--- src/rtl/tf_provider_qw.sv ---
// -----------------------------------------------------------------------------
// tf_provider_qw
//
// Twiddle-factor provider for one radix stage of the streaming FFT.
// Issues W^k = cos(2*pi*k/TF_NUM) - j*sin(2*pi*k/TF_NUM) as {re,im} IEEE-754
// pairs. The values are rebuilt from an external quarter-wave ROM by folding
// the two MSBs of k into a quadrant.
//
// Ports
//   clk            rising-edge clock
//   rst            asynchronous reset, active low
//   en             issue one twiddle this cycle
//   sync           frame restart; latches inv and rep_log
//   inv            conjugate output (IFFT), sampled with sync
//   rep_log        each twiddle is repeated 2^rep_log times, sampled with sync
//   rom_addr       quarter-ROM address (k modulo TF_NUM/4)
//   rom_en         quarter-ROM read enable
//   rom_data       {cos, sin} from the ROM, one cycle after rom_en
//   data_out       {re, im}; re is in the upper FLOAT_LEN bits
//   data_out_valid data_out carries a twiddle this cycle
//   data_out_last  final issue of a frame (k = TF_NUM-1, last repeat)
//
// Latency from the issuing edge to the output register is fixed, with no
// backpressure. data_out holds its value while data_out_valid is low.
// -----------------------------------------------------------------------------
module tf_provider_qw #(
    parameter int unsigned FLOAT_LEN    = 32,
    parameter int unsigned TF_LOG       = 6,
    parameter int unsigned ROM_ADDR_LEN = TF_LOG - 2,
    parameter int unsigned REP_W        = 4
) (
    input  logic                      clk,
    input  logic                      rst,
    input  logic                      en,
    input  logic                      sync,
    input  logic                      inv,
    input  logic [REP_W-1:0]          rep_log,
    output logic [ROM_ADDR_LEN-1:0]   rom_addr,
    output logic                      rom_en,
    input  logic [2*FLOAT_LEN-1:0]    rom_data,
    output logic [2*FLOAT_LEN-1:0]    data_out,
    output logic                      data_out_valid,
    output logic                      data_out_last
);

    localparam int unsigned REP_CNT_W = (1 << REP_W) - 1;

    // Sign-bit flip; this is the only arithmetic the fold needs.
    function automatic logic [FLOAT_LEN-1:0] neg(input logic [FLOAT_LEN-1:0] x);
        return {~x[FLOAT_LEN-1], x[FLOAT_LEN-2:0]};
    endfunction

    // ---------------------------------------------------------------------
    // Issue counters and latched options
    // ---------------------------------------------------------------------
    logic [TF_LOG-1:0]    k_q, k_d, k_iss;
    logic [REP_CNT_W-1:0] cnt_q, cnt_d, cnt_iss, rep_max;
    logic                 inv_q, inv_eff;
    logic [REP_W-1:0]     rep_q, rep_eff;
    logic                 last_iss;

    // When sync is high, the issue uses (0,0) and the options being latched
    // in this same cycle. The step then continues from those values.
    always_comb begin
        rep_eff = sync ? rep_log : rep_q;
        inv_eff = sync ? inv     : inv_q;
        k_iss   = sync ? '0      : k_q;
        cnt_iss = sync ? '0      : cnt_q;

        rep_max = '0;
        for (int unsigned i = 0; i < REP_CNT_W; i++) begin
            rep_max[i] = (i < 32'(rep_eff));
        end

        last_iss = (&k_iss) && (cnt_iss == rep_max);

        k_d   = k_iss;
        cnt_d = cnt_iss;
        if (en) begin
            if (cnt_iss == rep_max) begin
                cnt_d = '0;
                k_d   = k_iss + TF_LOG'(1);
            end else begin
                cnt_d = cnt_iss + REP_CNT_W'(1);
            end
        end
    end

    // ---------------------------------------------------------------------
    // Pipeline registers
    // ---------------------------------------------------------------------
    logic [ROM_ADDR_LEN-1:0] rom_addr_q;
    logic                    rom_en_q;
    logic [1:0]              q1_q, q2_q;
    logic                    v1_q, v2_q;
    logic                    l1_q, l2_q;
    logic                    i1_q, i2_q;
    logic [2*FLOAT_LEN-1:0]  data_q, data_d;
    logic                    valid_q, last_q;

    // Quadrant fold of the registered ROM word.
    always_comb begin
        logic [FLOAT_LEN-1:0] c, s, re, im;
        c  = rom_data[2*FLOAT_LEN-1:FLOAT_LEN];
        s  = rom_data[FLOAT_LEN-1:0];
        re = c;
        im = neg(s);
        unique case (q2_q)
            2'd0: begin re = c;      im = neg(s); end
            2'd1: begin re = neg(s); im = neg(c); end
            2'd2: begin re = neg(c); im = s;      end
            2'd3: begin re = s;      im = c;      end
        endcase
        if (i2_q) begin
            im = neg(im);
        end
        data_d = {re, im};
    end

    always_ff @(posedge clk or negedge rst) begin
        if (!rst) begin
            k_q        <= '0;
            cnt_q      <= '0;
            inv_q      <= 1'b0;
            rep_q      <= '0;
            rom_addr_q <= '0;
            rom_en_q   <= 1'b0;
            q1_q       <= '0;
            v1_q       <= 1'b0;
            l1_q       <= 1'b0;
            i1_q       <= 1'b0;
            q2_q       <= '0;
            v2_q       <= 1'b0;
            l2_q       <= 1'b0;
            i2_q       <= 1'b0;
            data_q     <= '0;
            valid_q    <= 1'b0;
            last_q     <= 1'b0;
        end else begin
            k_q   <= k_d;
            cnt_q <= cnt_d;
            if (sync) begin
                inv_q <= inv;
                rep_q <= rep_log;
            end

            // Stage 0: address the ROM and tag the issue
            rom_en_q <= en;
            if (en) begin
                rom_addr_q <= k_iss[TF_LOG-3:0];
                q1_q       <= k_iss[TF_LOG-1:TF_LOG-2];
            end
            v1_q <= en;
            l1_q <= en & last_iss;
            i1_q <= inv_eff;

            // Stage 1: tags wait alongside the ROM read
            q2_q <= q1_q;
            v2_q <= v1_q;
            l2_q <= l1_q;
            i2_q <= i1_q;

            // Stage 2: fold into the output register
            valid_q <= v2_q;
            last_q  <= v2_q & l2_q;
            if (v2_q) begin
                data_q <= data_d;
            end
        end
    end

    assign rom_addr       = rom_addr_q;
    assign rom_en         = rom_en_q;
    assign data_out       = data_q;
    assign data_out_valid = valid_q;
    assign data_out_last  = last_q;

endmodule

--- config.mk ---
export PLATFORM = sky130hd
export DESIGN_NAME = tf_provider_qw
export DESIGN_NICKNAME = d
export VERILOG_FILES = /design/src/rtl/tf_provider_qw.sv
export SDC_FILE = /design/constraint.sdc
export NUM_CORES = 1
export LEC_CHECK = 0
export CAP_MARGIN = 20
export CORE_ASPECT_RATIO = 0.5
export CORE_MARGIN = 2
export CORE_UTILIZATION = 35
export CTS_BUF_LIST = sky130_fd_sc_hd__clkbuf_8
export DETAILED_ROUTE_END_ITERATION = 10
export GPL_TIMING_DRIVEN = 0
export MAX_ROUTING_LAYER = met4
export PLACE_DENSITY_LB_ADDON = 0.3
export SETUP_SLACK_MARGIN = 0.5
export SKIP_CTS_REPAIR_TIMING = 1
export SLEW_MARGIN = 30
export SYNTH_ARGS = -nofsm -noshare
export SYNTH_HDL_FRONTEND = slang
export SYNTH_SLANG_ARGS = --single-unit
--- constraint.sdc ---
create_clock -name clk -period 3.05 [get_ports clk]
set_clock_uncertainty 0.15 [all_clocks]
set_input_delay 0.61 -clock clk [delete_from_list [all_inputs] [get_ports clk]]
set_output_delay 0.61 -clock clk [all_outputs]
set_load 0.02 [all_outputs]
==> results of run 1 <==
[routing by layer]
layer  vias to the layer above  share of wire (%)  wire length [um]  GRT usage (%)
li1                       2067                  -                 -              -
met1                      2043                 46              6311          22.78
met2                        88                 49              6656          30.12
met3                        17                3.2               440          3.444
met4                         0                1.3               177          5.348
met5                         -                  0                 0              -
[registers in the layout (all words and copies together) (netlist names)]
name	count
v1_q	1
rep_q	4
data_out_valid	1
data_out	64
l1_q	1
data_out_last	1
i1_q	1
q1_q	2
i2_q	1
k_q	6
l2_q	1
cnt_q	15
q2_q	2
rom_addr	4
v2_q	1
[cells in the final DEF, fill, tap and decap left out, drive strengths merged, types with 2 or more instances in the layout]
cell	Yosys	layout
a21oi	67	67
nor4	4	4
xor2	9	9
a31oi	3	3
dfrtp	105	105
nor2	78	78
nand2	18	18
a211oi	2	2
mux2i	65	65
and3	5	5
o21a	3	3
mux2	12	12
nand4	6	6
ha	2	2
clkdlybuf4s50	0	137
o2bb2ai	2	2
clkbuf	20	31
nand2b	2	2
xnor2	9	9
nor3	12	12
buf	10	25
dlymetal6s2s	0	3
a221oi	2	2
or4	3	3
nor2b	13	13
a21o	3	3
nand3	8	8
inv	6	10
o21ai	10	10
a2111oi	2	2
[cells by family (layout without fill, tap and decap cells)]
family	Yosys count	in the layout	share of synthesized area (%)
AND/OR/NAND/NOR	156	156	14.89
buffers and inverters	36	209	2.761
adder cells (fa/ha/maj)	2	2	0.4930
multiplexers	77	77	15.56
XOR/XNOR	18	18	3.107
AO/OA/AOI/OAI	99	99	11.42
flip-flops	105	105	51.78
[synth_stat cells, drive strengths merged, types with 5 or more instances]
master / count
a21oi: 67
and3: 5
buf: 10
clkbuf: 20
dfrtp: 105
inv: 6
mux2: 12
mux2i: 65
nand2: 18
nand3: 8
nand4: 6
nor2: 78
nor2b: 13
nor3: 12
o21ai: 10
xnor2: 9
xor2: 9
[path summary, 6_finish.rpt]
path	from	end	slack (ns)
worst max-delay path	rep_q[2]	k_q[1]	0.46
worst min register to register	l1_q	l2_q	0.21
min in group asynchronous	rst	cnt_q[10]	0.55
worst max register to register	rep_q[2]	k_q[1]	0.46
worst min-delay path	l1_q	l2_q	0.21
max in group asynchronous	rst	data_out[29]	1.55
[power breakdown]
group | total (W) | internal [W] | switching (W)
registers | 0.00154 | 0.00148 | 0.0000540
logic | 0.000660 | 0.000323 | 0.000336
clock network | 0.000810 | 0.000324 | 0.000485
total | 0.00300 | 0.00213 | 0.000876
[stage by stage]
step                area, um^2  utilization [%]  power [W]  setup slack (ns)
floorplan                 5126                -   0.001840            0.3187
global placement          6805            47.55   0.002193            -2.887
detailed placement        6834            47.75   0.002207           -0.6975
CTS                       7015            49.02   0.003036           -0.2896
global route              7198            50.29   0.003155            0.3834
finish                    7198            50.29   0.003005            0.4624
[layout make-up]
class / count / area (um^2)
fillers: 1324 / 7114
flip-flops and latches: 105 / 2633
multi-input cells: 352 / 2396
repair buffers: 157 / 1575
well taps: 198 / 247.7
plain buffers: 30 / 142.6
clock buffers: 10 / 137.6
clock inverters: 6 / 43.79
inverters: 6 / 22.52
[worst max-delay path, stage by stage, from the launching register on]
cell and delay, ns:
sky130_fd_sc_hd__dfrtp_2 0.45, sky130_fd_sc_hd__mux2i_4 0.23, sky130_fd_sc_hd__a21oi_1 0.09, sky130_fd_sc_hd__o31a_1 0.25, sky130_fd_sc_hd__or4_4 0.59, sky130_fd_sc_hd__nor4_4 0.25
sky130_fd_sc_hd__buf_6 0.17, sky130_fd_sc_hd__mux2_4 0.30
==> key figures, run 1 <==
Outcome
  • Result of the run: completed

Yosys
  • Top cells by area, synth: sky130_fd_sc_hd__dfrtp_1 (52%), sky130_fd_sc_hd__mux2i_1 (13%), sky130_fd_sc_hd__a21oi_1 (6.6%)
  • Register area share after synthesis: 51.78%
  • Cell type with the highest aggregate area in the netlist: sky130_fd_sc_hd__dfrtp_1
  • Syn Area/Cell: 10.29 um^2
  • Synthesized netlist net count: 568
  • Total of flip-flops plus latches after synthesis: 105
  • Top FF cell, synth: sky130_fd_sc_hd__dfrtp_1
  • Number of synthesized flops with an enable pin: 0
  • Post-synthesis cell area: 5075 um^2
  • Distinct cell type count after synthesis: 47
  • Post-synth top area share: 51.78%
  • Async S/R FF share, synth: 100.0%
  • Yosys warns: 0
  • Cell count after synthesis: 493

Critical path
  • Type of destination of the critical path: flip-flop
  • Required @ worst endpoint: 3.16 ns
  • Cells on worst reg2reg path: 7
  • CP Data Arrival Time: 2.70 ns
  • Launching element type of the critical path: flip-flop
  • Startpoint-to-endpoint class of the critical path: reg2reg
  • Critical path fanouts, max: 6

Timing
  • Achievable Freq: 0.3865 GHz
  • Max-slew violations: 0
  • Post-route worst hold slack: 0.2068 ns
  • Tightest slew margin relative to the limit: 46.31%
  • Fin Setup TNS: 0 ns
  • RSZ-0062 raised after global routing: true
  • Final Hold Vio Count: 0
  • Period utilisation layout: 84.84%
  • Final setup vio count: 0
  • Transition time at the pin with the least slew margin: 0.8054 ns
  • Min Clock Period, post-route: 2.588 ns

Clock network
  • Source-to-sink clock delay at the later pin of the worst-skew pair: 0.37 ns
  • Root buffer cell: sky130_fd_sc_hd__clkbuf_8
  • Number of buffers on the longest clock path: 2
  • Clock tree from TritonCTS: yes
  • Clock tree sinks: 105
  • Total number of H-tree levels: 3
  • Clock slew at the register clock pins of the worst setup and hold paths: 0.10 ns
  • Number of buffers created by CTS: 9

Route
  • Routed wire length per instance: 15.72 um
  • Number of nets with antenna violations after detailed routing: 0
  • Via count: 4215
  • Routed wire length: 13580 um
  • Iter 0 DRT Violations: 264
  • Detailed-routing iteration count for the pre-antenna-repair pass: 4
  • DR vias/cell: 4.878
  • DRC Markers: 0

Power and ir drop
  • Cell leakage power: 2.828 nW
  • Peak supply drop: 164.5 uV
  • Power per cell area: 417.4 nW/um^2

Floorplan
  • Initial Util: 35.46%
  • Number of standard-cell rows in the floorplan: 31
  • Die X: 174.3 um
  • Die H: 89.15 um
  • Area enclosed by the die boundary: 15540 um^2
  • # IOs: 144
  • Placeable core region: 14310 um^2

Cells and area
  • Layout Cells excl Fill: 864
  • Count of inserted antenna diode cells: 0
  • Fraction of final layout cells with drive strength greater than 1: 11.41%
  • Signed area change from the synthesized netlist to the final layout: 41.84%
  • Total Nets Final: 736

Global routing
  • Number of global-route vias before repair: 4069
  • Global router's overall resource usage: 18.07%
  • Largest net degree at the start of global routing: 69
  • Final global-route overflow total: 0
  • First-pass GRT wire length: 21340 um
  • Initial antenna violation count: 0

Placed design
  • Number of placed instances with taps included: 835
  • Routability Congestion: 0.8295
  • # port buffers: 143
  • Half-perimeter wire length after detailed placement: 9598 um

Job
  • Max_cap viols: 0

Worst hold path
  • Path type of the worst min-delay path: reg2reg
  • WHS Path Cells: 0
Note: power is estimated with default switching activity, not from simulation.
==> inputs of run 2 (changes only) <==
Clock period 3.05 ns to 2.3 ns, I/O delays scaled along.
==> key figures, run 2 (synthesis results as in run 1) <==
Floorplan
  • Placeable core region: 14310 um^2
  • Number of standard-cell rows in the floorplan: 31
  • Die X: 174.3 um
  • Die H: 89.15 um
  • Area enclosed by the die boundary: 15540 um^2
  • Initial Util: 35.46%
  • # IOs: 144

Critical path
  • Launching element type of the critical path: flip-flop
  • Cells on worst reg2reg path: 7
  • Type of destination of the critical path: flip-flop
  • Critical R2R Launch: rep_q[0]
  • Required @ worst endpoint: 2.40 ns
  • Startpoint-to-endpoint class of the critical path: reg2reg
  • Critical register-to-register path endpoint: k_q[1]
  • Worst Setup SP: rep_q[0]
  • CP Data Arrival Time: 2.68 ns
  • FF-to-FF setup slack: -0.27 ns
  • Critical path fanouts, max: 5

Clock network
  • Clock slew at the register clock pins of the worst setup and hold paths: 0.11 ns
  • Clock tree sinks: 105
  • Clock tree from TritonCTS: yes
  • Source-to-sink clock delay at the later pin of the worst-skew pair: 0.37 ns
  • Root buffer cell: sky130_fd_sc_hd__clkbuf_8
  • Number of buffers on the longest clock path: 2
  • Total number of H-tree levels: 3
  • Number of buffers created by CTS: 9

Cells and area
  • Fraction of final layout cells with drive strength greater than 1: 15.10%
  • Final core occ: 52.69%
  • Commonest non-fill, non-tap cells in the layout: sky130_fd_sc_hd__dfrtp_1 (101), sky130_fd_sc_hd__nor2_1 (76), sky130_fd_sc_hd__dlymetal6s2s_1 (75)
  • Number of flip-flops in the largest register: 64
  • Signed area change from the synthesized netlist to the final layout: 48.59%
  • Commonest non-fill, non-tap cell in the layout: sky130_fd_sc_hd__dfrtp_1
  • Total Nets Final: 739
  • Count of inserted antenna diode cells: 0

Timing
  • Achievable Freq: 0.3886 GHz
  • RSZ-0062 raised after global routing: true
  • Final Hold Vio Count: 0
  • Tightest slew margin relative to the limit: 58.10%
  • Period utilisation layout: 111.9%
  • Min Clock Period, post-route: 2.573 ns
  • Max-slew violations: 0
  • Post-route worst hold slack: 0.2146 ns
  • Final setup vio count: 21
  • Final critical-path setup slack: -0.2731 ns
  • Transition time at the pin with the least slew margin: 0.6256 ns

Job
  • Max_cap viols: 0

Power and ir drop
  • Power per cell area: 555.2 nW/um^2
  • Peak supply drop: 250.0 uV
  • Cell leakage power: 3.518 nW

Worst hold path
  • WHS Path Cells: 0
  • Path type of the worst min-delay path: reg2reg
  • Terminating pin of the worst hold path: l2_q
  • Start point of the worst hold path: l1_q

Route
  • Number of nets with antenna violations after detailed routing: 0
  • DRC Markers: 0
  • DR vias/cell: 4.985
  • Iter 0 DRT Violations: 324
  • Routed wire length per instance: 16.23 um
  • Via count: 4322
  • Detailed-routing iteration count for the pre-antenna-repair pass: 5
  • Routed wire length: 14070 um

Placed design
  • Half-perimeter wire length after detailed placement: 9762 um
  • # port buffers: 143
  • Routability Congestion: 0.8317

Global routing
  • First-pass GRT wire length: 22220 um
  • Number of global-route vias before repair: 4257
  • Final global-route overflow total: 0
  • Global router's overall resource usage: 18.89%
  • Initial antenna violation count: 0
  • Largest net degree at the start of global routing: 67

Outcome
  • Violations in the final reports: setup timing
  • Result of the run: finished with violations
## run 2: how the worst max path moves through the flow
stage                    to
6_report             k_q[1]
5_1_grt              k_q[1]
4_1_cts            cnt_q[5]
3_5_place_dp       cnt_q[9]
3_3_place_gp   data_out[35]
2_1_floorplan        k_q[1]
## run 2: cell type report
class | instances | area [um^2]
clock buffer | 9 | 123.9
inverter | 6 | 22.52
multi-input combinational | 352 | 2455
tap | 198 | 247.7
clock inverter | 7 | 100.1
fill | 1289 | 6771
sequential | 105 | 2633
timing repair buffer | 160 | 1787
buffer | 30 | 172.7
## run 2: stage by stage
stage          worst slack, ns  setup TNS (ns)  instance area, um^2  power (W)  instances
2_1_floorplan          -0.2938          -3.546                 5126   0.002441        493
3_3_place_gp            -3.567         -398.01                 6805   0.002909        834
3_5_place_dp            -1.245          -25.43                 6834   0.002926        835
4_1_cts                -0.8155          -14.53                 7058   0.004231        851
5_1_grt                -0.3766          -6.108                 7541   0.004402        867
6_report               -0.2731          -3.666                 7541   0.004187        867
## run 2: critical path, cell delays in order (launching register included)
cell	delay, ns
sky130_fd_sc_hd__dfrtp_2	0.46
sky130_fd_sc_hd__or2_4	0.27
sky130_fd_sc_hd__a2111oi_4	0.29
sky130_fd_sc_hd__a221oi_1	0.08
sky130_fd_sc_hd__or4_4	0.48
sky130_fd_sc_hd__nor4_4	0.25
sky130_fd_sc_hd__buf_4	0.18
sky130_fd_sc_hd__mux2_4	0.29
## run 2: metal layers
layer  routed length, um  up-vias  share of wire, %  track usage (%)
met5                   0        -                 0                -
met4                 149        0               1.1            4.278
met3                 503       10               3.6            4.252
met2                7138       82                51            32.25
met1                6282     2158                45            23.32
li1                    -     2072                 -                -
## run 2: power breakdown
group | internal, W | switching, W
clock network | 0.000626 | 0.000665
logic | 0.000412 | 0.000452
registers | 0.00196 | 0.0000678
total | 0.00300 | 0.00118
